==> config.mk <==
export PLATFORM = sky130hd
export DESIGN_NAME = c0_uart_yukleyici_flat
export DESIGN_NICKNAME = d
export VERILOG_FILES = /design/src/rtl/c0_uart_yukleyici_if.sv /design/src/rtl/c0_uart_yukleyici.sv /design/src/flat_wrapper.sv
export SDC_FILE = /design/constraint.sdc
export NUM_CORES = 1
export LEC_CHECK = 0
export ABC_AREA = 1
export CORE_ASPECT_RATIO = 0.6
export CORE_MARGIN = 2
export CORE_UTILIZATION = 35
export DETAILED_ROUTE_END_ITERATION = 16
export SYNTH_ARGS = -nofsm -noshare
export SYNTH_HDL_FRONTEND = slang
export SYNTH_SLANG_ARGS = --single-unit
==> constraint.sdc <==
create_clock -name clk_i -period 2.5 [get_ports clk_i]
set_input_delay 0.5 -clock clk_i [delete_from_list [all_inputs] [get_ports clk_i]]
set_output_delay 0.5 -clock clk_i [all_outputs]
set_load 0.05 [all_outputs]
==> src/rtl/c0_uart_yukleyici_if.sv <==
// Memory write port of the C0 UART program loader: valid/ready handshake,
// byte address and 32-bit data. The loader drives the master side.
interface c0_uart_yukleyici_if;
   logic        gecerli;
   logic [31:0] adres;
   logic [31:0] veri;
   logic        hazir;

   modport master (output gecerli, output adres, output veri, input hazir);
   modport slave  (input gecerli, input adres, input veri, output hazir);
endinterface

==> src/rtl/c0_uart_yukleyici.sv <==
// C0 UART program loader: 8N1 receiver, little-endian word assembly, memory writes, core reset release.
// Optional byte echo on tx_o is enabled by defining C0_YUKLEYICI_YANKI_EN.
//
// Loader FSM states
//   state | meaning
//   SAYI  | collecting the 4 bytes of word count N
//   VERI  | collecting the 4 bytes of word i
//   YAZ   | write request held until the memory accepts it
//   BITTI | load done, core released, further bytes ignored
module c0_uart_yukleyici #(
   parameter int          CLKS_PER_BIT = 87,
   parameter logic [31:0] BASE_ADDR    = 32'h0001_0000
) (
   input  logic                        clk_i,
   input  logic                        rst_ni,
   input  logic                        rx_i,
   output logic                        tx_o,
   c0_uart_yukleyici_if.master         bellek,
   output logic                        cekirdek_rst_no,
   output logic                        yukleme_bitti_o,
   output logic                        hata_o
);

   localparam int SW = (CLKS_PER_BIT > 2) ? $clog2(CLKS_PER_BIT) : 1;
   localparam logic [SW-1:0] YARIM = SW'(CLKS_PER_BIT / 2 - 1);
   localparam logic [SW-1:0] TAM   = SW'(CLKS_PER_BIT - 1);

   typedef enum logic [2:0] {R_BOS, R_BASLA, R_VERI, R_DUR, R_BEKLE} rx_durum_t;
   typedef enum logic [1:0] {SAYI, VERI, YAZ, BITTI} yuk_durum_t;

   logic            rx_s1_q, rx_s2_q;
   rx_durum_t       rx_q;
   logic [SW-1:0]   sayac_q;
   logic [2:0]      bit_q;
   logic [7:0]      kaydirma_q;
   logic [7:0]      tut_q;
   logic            dolu_q;
   logic            hata_q;

   yuk_durum_t      yuk_q;
   logic [1:0]      bayt_q;
   logic [31:0]     n_q;
   logic [31:0]     i_q;
   logic [31:0]     kelime_q;
   logic            gecerli_q;
   logic [31:0]     adres_q;
   logic [31:0]     veri_q;
   logic            bitti_q;
   logic            cekirdek_q;

   logic            tuket;
   logic            yanki_atla;

   // The holding byte is drained in every state except YAZ, where it must wait.
   assign tuket = dolu_q && (yuk_q != YAZ);

   always_ff @(posedge clk_i or negedge rst_ni) begin
      if (!rst_ni) begin
         rx_s1_q    <= 1'b1;
         rx_s2_q    <= 1'b1;
         rx_q       <= R_BOS;
         sayac_q    <= '0;
         bit_q      <= '0;
         kaydirma_q <= '0;
         tut_q      <= '0;
         dolu_q     <= 1'b0;
         hata_q     <= 1'b0;
      end else begin
         rx_s1_q <= rx_i;
         rx_s2_q <= rx_s1_q;
         if (tuket)      dolu_q <= 1'b0;
         if (yanki_atla) hata_q <= 1'b1;
         case (rx_q)
            R_BOS: if (!rx_s2_q) begin
               rx_q    <= R_BASLA;
               sayac_q <= YARIM;
            end
            R_BASLA: if (sayac_q == '0) begin
               if (rx_s2_q) rx_q <= R_BOS;
               else begin
                  rx_q    <= R_VERI;
                  sayac_q <= TAM;
                  bit_q   <= 3'd7;
               end
            end else sayac_q <= sayac_q - 1'b1;
            R_VERI: if (sayac_q == '0) begin
               kaydirma_q <= {rx_s2_q, kaydirma_q[7:1]};
               sayac_q    <= TAM;
               if (bit_q == 3'd0) rx_q <= R_DUR;
               else               bit_q <= bit_q - 3'd1;
            end else sayac_q <= sayac_q - 1'b1;
            R_DUR: if (sayac_q == '0) begin
               if (rx_s2_q) begin
                  // A byte drained this very cycle frees the slot, so it is not an overrun.
                  if (dolu_q && !tuket) hata_q <= 1'b1;
                  else begin
                     tut_q  <= kaydirma_q;
                     dolu_q <= 1'b1;
                  end
                  rx_q <= R_BOS;
               end else begin
                  hata_q <= 1'b1;
                  rx_q   <= R_BEKLE;
               end
            end else sayac_q <= sayac_q - 1'b1;
            R_BEKLE: if (rx_s2_q) rx_q <= R_BOS;
            default: rx_q <= R_BOS;
         endcase
      end
   end

   always_ff @(posedge clk_i or negedge rst_ni) begin
      if (!rst_ni) begin
         yuk_q      <= SAYI;
         bayt_q     <= '0;
         n_q        <= '0;
         i_q        <= '0;
         kelime_q   <= '0;
         gecerli_q  <= 1'b0;
         adres_q    <= '0;
         veri_q     <= '0;
         bitti_q    <= 1'b0;
         cekirdek_q <= 1'b0;
      end else begin
         case (yuk_q)
            SAYI: if (tuket) begin
               n_q    <= {tut_q, n_q[31:8]};
               bayt_q <= bayt_q + 2'd1;
               if (bayt_q == 2'd3) begin
                  if ({tut_q, n_q[31:8]} == 32'd0) begin
                     yuk_q      <= BITTI;
                     bitti_q    <= 1'b1;
                     cekirdek_q <= 1'b1;
                  end else yuk_q <= VERI;
               end
            end
            VERI: if (tuket) begin
               kelime_q <= {tut_q, kelime_q[31:8]};
               bayt_q   <= bayt_q + 2'd1;
               if (bayt_q == 2'd3) begin
                  yuk_q     <= YAZ;
                  gecerli_q <= 1'b1;
                  adres_q   <= BASE_ADDR + (i_q << 2);
                  veri_q    <= {tut_q, kelime_q[31:8]};
               end
            end
            YAZ: if (bellek.hazir) begin
               gecerli_q <= 1'b0;
               i_q       <= i_q + 32'd1;
               if (i_q + 32'd1 == n_q) begin
                  yuk_q      <= BITTI;
                  bitti_q    <= 1'b1;
                  cekirdek_q <= 1'b1;
               end else yuk_q <= VERI;
            end
            BITTI: ;
            default: yuk_q <= SAYI;
         endcase
      end
   end

`ifdef C0_YUKLEYICI_YANKI_EN
   logic [7:0]    tx_tampon_q;
   logic          tx_dolu_q;
   logic [8:0]    tx_kaydir_q;
   logic [3:0]    tx_bit_q;
   logic [SW-1:0] tx_sayac_q;
   logic          tx_mesgul_q;
   logic          tx_q;

   assign yanki_atla = tuket && tx_dolu_q;
   assign tx_o       = tx_q;

   always_ff @(posedge clk_i or negedge rst_ni) begin
      if (!rst_ni) begin
         tx_tampon_q <= '0;
         tx_dolu_q   <= 1'b0;
         tx_kaydir_q <= '1;
         tx_bit_q    <= '0;
         tx_sayac_q  <= '0;
         tx_mesgul_q <= 1'b0;
         tx_q        <= 1'b1;
      end else begin
         if (tuket && !tx_dolu_q) begin
            tx_tampon_q <= tut_q;
            tx_dolu_q   <= 1'b1;
         end
         if (!tx_mesgul_q) begin
            if (tx_dolu_q) begin
               tx_dolu_q   <= 1'b0;
               tx_mesgul_q <= 1'b1;
               tx_q        <= 1'b0;
               tx_kaydir_q <= {1'b1, tx_tampon_q};
               tx_bit_q    <= 4'd9;
               tx_sayac_q  <= TAM;
            end
         end else if (tx_sayac_q == '0) begin
            tx_sayac_q <= TAM;
            if (tx_bit_q == 4'd0) tx_mesgul_q <= 1'b0;
            else begin
               tx_q        <= tx_kaydir_q[0];
               tx_kaydir_q <= {1'b1, tx_kaydir_q[8:1]};
               tx_bit_q    <= tx_bit_q - 4'd1;
            end
         end else tx_sayac_q <= tx_sayac_q - 1'b1;
      end
   end
`else
   assign yanki_atla = 1'b0;
   assign tx_o       = 1'b1;
`endif

   assign bellek.gecerli  = gecerli_q;
   assign bellek.adres    = adres_q;
   assign bellek.veri     = veri_q;
   assign cekirdek_rst_no = cekirdek_q;
   assign yukleme_bitti_o = bitti_q;
   assign hata_o          = hata_q;

endmodule
==> src/flat_wrapper.sv <==
// flat-port wrapper written by rule: the top's interface ports become plain ports
module c0_uart_yukleyici_flat 
#(
   parameter int          CLKS_PER_BIT = 87,
   parameter logic [31:0] BASE_ADDR    = 32'h0001_0000
)
  (clk_i, rst_ni, rx_i, tx_o, cekirdek_rst_no, yukleme_bitti_o, hata_o, bellek_gecerli, bellek_adres, bellek_veri, bellek_hazir);
  c0_uart_yukleyici_if bellek_i ();
  input  logic clk_i;
  input  logic rst_ni;
  input  logic rx_i;
  output logic tx_o;
  output logic cekirdek_rst_no;
  output logic yukleme_bitti_o;
  output logic hata_o;
  output wire logic [$bits(bellek_i.gecerli)-1:0] bellek_gecerli;
  output wire logic [$bits(bellek_i.adres)-1:0] bellek_adres;
  output wire logic [$bits(bellek_i.veri)-1:0] bellek_veri;
  input wire logic [$bits(bellek_i.hazir)-1:0] bellek_hazir;
  assign bellek_gecerli = bellek_i.gecerli;
  assign bellek_adres = bellek_i.adres;
  assign bellek_veri = bellek_i.veri;
  assign bellek_i.hazir = bellek_hazir;
  c0_uart_yukleyici #(.CLKS_PER_BIT(CLKS_PER_BIT), .BASE_ADDR(BASE_ADDR)) u_core (.clk_i(clk_i), .rst_ni(rst_ni), .rx_i(rx_i), .tx_o(tx_o), .bellek(bellek_i), .cekirdek_rst_no(cekirdek_rst_no), .yukleme_bitti_o(yukleme_bitti_o), .hata_o(hata_o));
endmodule
# After elaboration in Yosys (flattened, before gate mapping)
# Index checks and enable logic that the tools add are counted.
[totals] latch_bits=0 out_inout_bits=69 memories=0 ramBits=0 register_bits=199 inputBits=4 mem_bits_ro=0
[op_classes] n_mux=45 eq_ne=27 bitwise_logic=1 shifts=0 n_lt_le_gt_ge=0 n_addsub=5 div=0 reduce_logical=28 n_mul=0
[ops] operator="$mux W7" count=5
[ops] operator="$mux W3" count=11
[ops] operator="$add A17 B32 Y32 const A" count=1
[ops] operator="$add A32 B1 Y32 const B" count=1
[ops] operator="$eq A32 B32 Y1" count=1
[ops] operator="$logic_not A32 Y1" count=1
[ops] operator="$pmux W7 S4" count=1
[ops] operator="$ne A2 B1 Y1 const B" count=11
[ops] operator="$reduce_and A6 Y1" count=3
[ops] operator="$mux W2" count=8
[ops] operator="$mux W1" count=15
[ops] operator="$pmux W3 S5" count=1
[ops] operator="$ne A2 B2 Y1 const B" count=7
[ops] operator="$reduce_and A4 Y1" count=3
[ops] operator="$reduce_and A2 Y1" count=5
[ops] operator="$logic_not A7 Y1" count=1
[ops] operator="$sub A7 B1 Y7 const B" count=1
[ops] operator="$eq A3 B2 Y1 const B" count=2
[ops] operator="$logic_not A3 Y1" count=2
[ops] operator="$pmux W2 S3" count=1
[ops] operator="$pmux W3 S2" count=1
[ops] operator="$reduce_and A3 Y1" count=2
[ops] operator="$reduce_bool A2 Y1" count=3
[ops] operator="$reduce_and A5 Y1" count=1
[ops] operator="15 further kinds" count=18

# Longest topological paths before layout
[depth] word_depth=8 ltp_mapped=18

# Worst setup path before layout
# No wires, ideal clock.
[synth_path] kind="reg-to-reg" startpoint="register u_core.yuk_q[0]" endpoint="register u_core.adres_q[31], in the netlist u_core.bellek.adres[31]" n_path_buf=2 path_slack_ps=558 setup_ps=135 arrival_time_ps=1807 t_required_ps=2365 path_stages_with_launch=13 cell_sequence="dfrtp_1 inv_1 ha_1 inv_1 nand2_1 nor2_1 inv_1 nor2_1 inv_1 clkbuf_1 clkbuf_1 nand2_1 o21ai_0"
[synth_via] elab_chain_cells=3 elab_cells_between_ends=4
[synth_rtl] item="from (decl)" line="c0_uart_yukleyici.sv:40" source="yuk_durum_t yuk_q;"
[synth_rtl] item="from (signal assigned)" line="c0_uart_yukleyici.sv:114" source="yuk_q <= SAYI;"
[synth_rtl] item="from (signal assigned)" line="c0_uart_yukleyici.sv:131" source="yuk_q <= BITTI;"
[synth_rtl] item="from (signal assigned)" line="c0_uart_yukleyici.sv:134" source="end else yuk_q <= VERI;"
[synth_rtl] item="$ne A2 B2 Y1" line="c0_uart_yukleyici.sv:55" source="assign tuket = dolu_q && (yuk_q != YAZ);"
[synth_rtl] item="$logic_and A1 B1 Y1" line="c0_uart_yukleyici.sv:55"
[synth_rtl] item="$reduce_and A3 Y1 (no source line) *"
[synth_rtl] item="to (signal assigned)" line="c0_uart_yukleyici.sv:143" source="adres_q <= BASE_ADDR + (i_q << 2);"
[synth_rtl] item="to (decl)" line="c0_uart_yukleyici.sv:46" source="logic [31:0] adres_q;"
# Mark *: on every way between the ends. The rest lies on a longest branch, timed or not.
# A chain may end at the register's enable or synchronous reset.

# Worst setup path after layout
[layout_path] startpoint="register u_core.i_q[1]" endpoint="register u_core.yuk_q[1]"
[layout_via] elab_chain_cells=5
[layout_rtl] item="from (decl)" line="c0_uart_yukleyici.sv:43" source="logic [31:0] i_q;"
[layout_rtl] item="from (signal assigned)" line="c0_uart_yukleyici.sv:149" source="i_q <= i_q + 32'd1;"
[layout_rtl] item="$add A32 B1 Y32" line="c0_uart_yukleyici.sv:150" source="if (i_q + 32'd1 == n_q) begin"
[layout_rtl] item="$eq A32 B32 Y1" line="c0_uart_yukleyici.sv:150"
[layout_rtl] item="$mux W2" line="c0_uart_yukleyici.sv:150"
[layout_rtl] item="$mux W2" line="c0_uart_yukleyici.sv:147" source="YAZ: if (bellek.hazir) begin"
[layout_rtl] item="$pmux W2 S3" line="c0_uart_yukleyici.sv:125" source="case (yuk_q)"
[layout_rtl] item="to (signal assigned)" line="c0_uart_yukleyici.sv:131"
[layout_rtl] item="to (signal assigned)" line="c0_uart_yukleyici.sv:151" source="yuk_q <= BITTI;"
[layout_rtl] item="to (signal assigned)" line="c0_uart_yukleyici.sv:154" source="end else yuk_q <= VERI;"
# No other way between the ends. The select of a mux whose other input is x is not followed.

==> impl_metrics.env <==
export IMPL_dr_first_iter_drc_count=876
export IMPL_gp_congestion=0.9322
export IMPL_first_pass_iters=5
export IMPL_route_detailed_drc=0
export IMPL_grt_max_degree=65
export IMPL_cts_buffers=17
export IMPL_die_area_um2=27950
export IMPL_gr_total_overflow=0
export IMPL_num_rows=46
export IMPL_synth_edff_count=0
export IMPL_grt_antenna_before_repair=0
export IMPL_ys_flop_type="dfrtp_1"
export IMPL_synth_area_leaders="dfrtp_1 (50%), nand2_1 (15%), o21ai_0 (9.1%), inv_1 (5.7%), nand3_1 (4.7%)"
export IMPL_ys_seq_area_frac=0.5085
export IMPL_synth_top_cell_by_area="dfrtp_1"
export IMPL_synthCells=1191
export IMPL_period_minus_slack_ns=2.279
export IMPL_nets=1285
export IMPL_worstHoldPathType="reg2reg"
export IMPL_tightest_slew_ns=0.8103
export IMPL_max_freq_mhz=438.9
export IMPL_avgSynthCellArea_um2=7.813
export IMPL_fillers=2686
export IMPL_grt_pass1_vias=7090
export IMPL_maxCapViolations=0
export IMPL_crit_chain="ha_2 -> nand2_1 -> nor2_4 -> buf_4 -> nand2_4 -> nor2_4 -> nand2_1 -> nand2_1 -> nand2_1 -> nand2_1 -> nand2_1 -> nor2_1 -> nand2_1 -> nor2_2 -> nand4_1 -> nand2_1 -> nand2_1 -> nand2_1"
export IMPL_initial_core_util=0.3545
export IMPL_clk_latency_ns=0.46
export IMPL_startpoint="u_core.i_q[1]$_DFFE_PN0P_"
export IMPL_critPathLaunchType="flip-flop"
export IMPL_cts_tree="done"
export IMPL_path_class="reg2reg"
export IMPL_cts_sinks=189
export IMPL_cts_root_buf="clkbuf_16"
export IMPL_worstPathArrival_ns=2.66
export IMPL_cts_buffer_depth=2
export IMPL_viasPerCell=4.822
export IMPL_synth_commonest_cells="nand2_1 (365), dfrtp_1 (187), o21ai_0 (169)"
export IMPL_slew_violations=0
export IMPL_syn_area_um2=9305
export IMPL_wl_per_cell_um=15.45
export IMPL_dp_hpwl_mm=19.30
export IMPL_postRouteAntennaNets=0
export IMPL_crit_fanout=8
export IMPL_setup_violations=0
export IMPL_hold_viol_final=0
export IMPL_port_buffers=69
export IMPL_ir_drop_mv=0.3791
export IMPL_placed_cells_incl_taps=1607
export IMPL_crit_required_ns=2.88
export IMPL_critPathMaxStageDelay_ns=0.42
export IMPL_ys_ff_latch=189
export IMPL_routed_wl_mm=25.38
export IMPL_cp_common_cell="nand2_1"
export IMPL_slew_headroom=0.4564
export IMPL_fp_coreArea_um2=26250
export IMPL_yosysMostFrequentCell="nand2_1"
export IMPL_grt_pass1_wl_mm=40.59
export IMPL_via_count=7922
export IMPL_die_x_um=214.5
export IMPL_syn_to_final_growth_pct=20.56
export IMPL_antenna_cells=0
export IMPL_holdCritStartpoint="u_core.rx_s1_q$_DFF_PN1_"
export IMPL_die_y_um=130.3
export IMPL_p_leak_nw=4.991
export IMPL_yosysUniqueCellTypes=40
export IMPL_skew_ns=0.01873
export IMPL_fin_cells=1643
export IMPL_num_io_pins=73
export IMPL_yosysTopAreaCellShare=0.5029
export IMPL_layout_drive_gt1_share=0.08262
export IMPL_cpMaxStageDelayCell="dfrtp_1"
export IMPL_status="completed"
export IMPL_cts_clk_slew_worst_paths_ns=0.07
export IMPL_endpoint_kind="flip-flop"
export IMPL_power_density_nw_per_um2=742.9
export IMPL_cts_max_level=4
export IMPL_ys_warn_count=0
export IMPL_track_usage=0.1898
export IMPL_ys_async_sr_fraction=1.000
export IMPL_total_power_mw=8.334
export IMPL_timing_rr_start="u_core.i_q[1]$_DFFE_PN0P_"
export IMPL_finalCritPeriodShare=0.9115
-- logic make-up after synthesis --
kind of cell	Yosys count	synth area share
buffers and inverters	182	0.07597
DFF	189	0.5085
xor gates and xnor gates	18	0.01842
and+or+nand+nor	587	0.2681
AOI/OAI and AO/OA	201	0.1121
adders and majority gates	11	0.01479
muxes	1	0.001210
other	2	0.0008071
-- metrics by stage --
| step | instance area [um^2] | worst slack (ns) | util | hold slack, ns | TNS [ns] |
|---|---|---|---|---|---|
| floorplan | 9309 | 0.5582 | - | 0.2044 | 0 |
| global placement | 10540 | 0.1624 | 0.4015 | 0.3471 | 0 |
| detailed placement | 10540 | 0.1726 | 0.4015 | 0.3493 | 0 |
| CTS | 11160 | 0.1561 | 0.4252 | 0.3598 | 0 |
| global route | 11220 | -0.001988 | 0.4274 | 0.3645 | -0.001988 |
| finish | 11220 | 0.2213 | 0.4274 | 0.3584 | 0 |
-- sequential cells by signal, summed over array words and instances (netlist names) --
name / cells
u_core.kaydirma_q: 8
u_core.rx_q: 3
u_core.rx_s1_q: 1
u_core.bit_q: 3
u_core.hata_o: 1
u_core.rx_s2_q: 1
u_core.i_q: 32
u_core.tut_q: 8
u_core.bellek.gecerli: 1
u_core.kelime_q: 24
u_core.bellek.adres: 30
u_core.sayac_q: 7
u_core.dolu_q: 1
u_core.n_q: 32
u_core.bellek.veri: 32
u_core.bayt_q: 2
u_core.yuk_q: 2
u_core.yukleme_bitti_o: 1
-- routing by layer --
metal,vias to the layer above,wire [um],track usage,part of all wire
li1,3952,-,-,-
met1,3720,13860,0.3115,0.55
met2,238,8857,0.2254,0.35
met3,12,2507,0.06853,0.099
met4,0,158,0.03676,0.0062
met5,-,0,0,0
-- cell usage in the layout (no fill, tap or decap), drive strengths merged, types with 13 or more instances in the layout --
cell / n
nand3: 89
inv: 147
clkdlybuf4s50: 68
dfrtp: 187
a21oi: 13
xor2: 14
nand2: 373
buf: 27
nor2: 106
clkbuf: 18
o21ai: 172
-- path summary, 6_finish.rpt --
check	depth (start not counted)	slack [ns]	to
worst max-delay path	18	0.22	u_core.yuk_q[1]$_DFFE_PN0P_
worst min-delay path	0	0.36	u_core.rx_s2_q$_DFF_PN1_
worst max register to register	18	0.22	u_core.yuk_q[1]$_DFFE_PN0P_
worst min register to register	0	0.36	u_core.rx_s2_q$_DFF_PN1_
max in group asynchronous	3	1.28	u_core.i_q[18]$_DFFE_PN0P_
min in group asynchronous	2	0.51	u_core.bayt_q[0]$_DFFE_PN0P_
-- where the power goes --
part,internal [mW],switching (mW),total [mW]
Clock,1.59,1.27,2.86
Sequential,3.30,0.279,3.58
Combinational,0.641,1.25,1.89
Total,5.53,2.80,8.33
-- cell type report --
type                       count  area [um^2]  area share
clock buffer                  17        425.4     0.03792
clock inverter                15        187.7     0.01673
inverter                     144        540.5     0.04818
multi-input combinational    821         3906      0.3482
sequential                   189         4738      0.4224
tap                          360        450.4     0.04015
timing repair buffer          97        969.7     0.08644
-- repair_timing --
action	CTS	global route
endpoints found under the setup margin	0	3
hold buffers	1	0
resized for setup	0	15
hold endpoints to repair	29	0
setup buffers	0	3
-- worst max-delay path: cells and delay by family (launching register included) --
| family | cells | cell delay (ns) |
|---|---|---|
| simple gates | 16 | 1.40 |
| buf+inv | 1 | 0.19 |
| fa+ha+maj | 1 | 0.22 |
| flops | 1 | 0.42 |
Note: power is estimated with default switching activity, not from simulation.
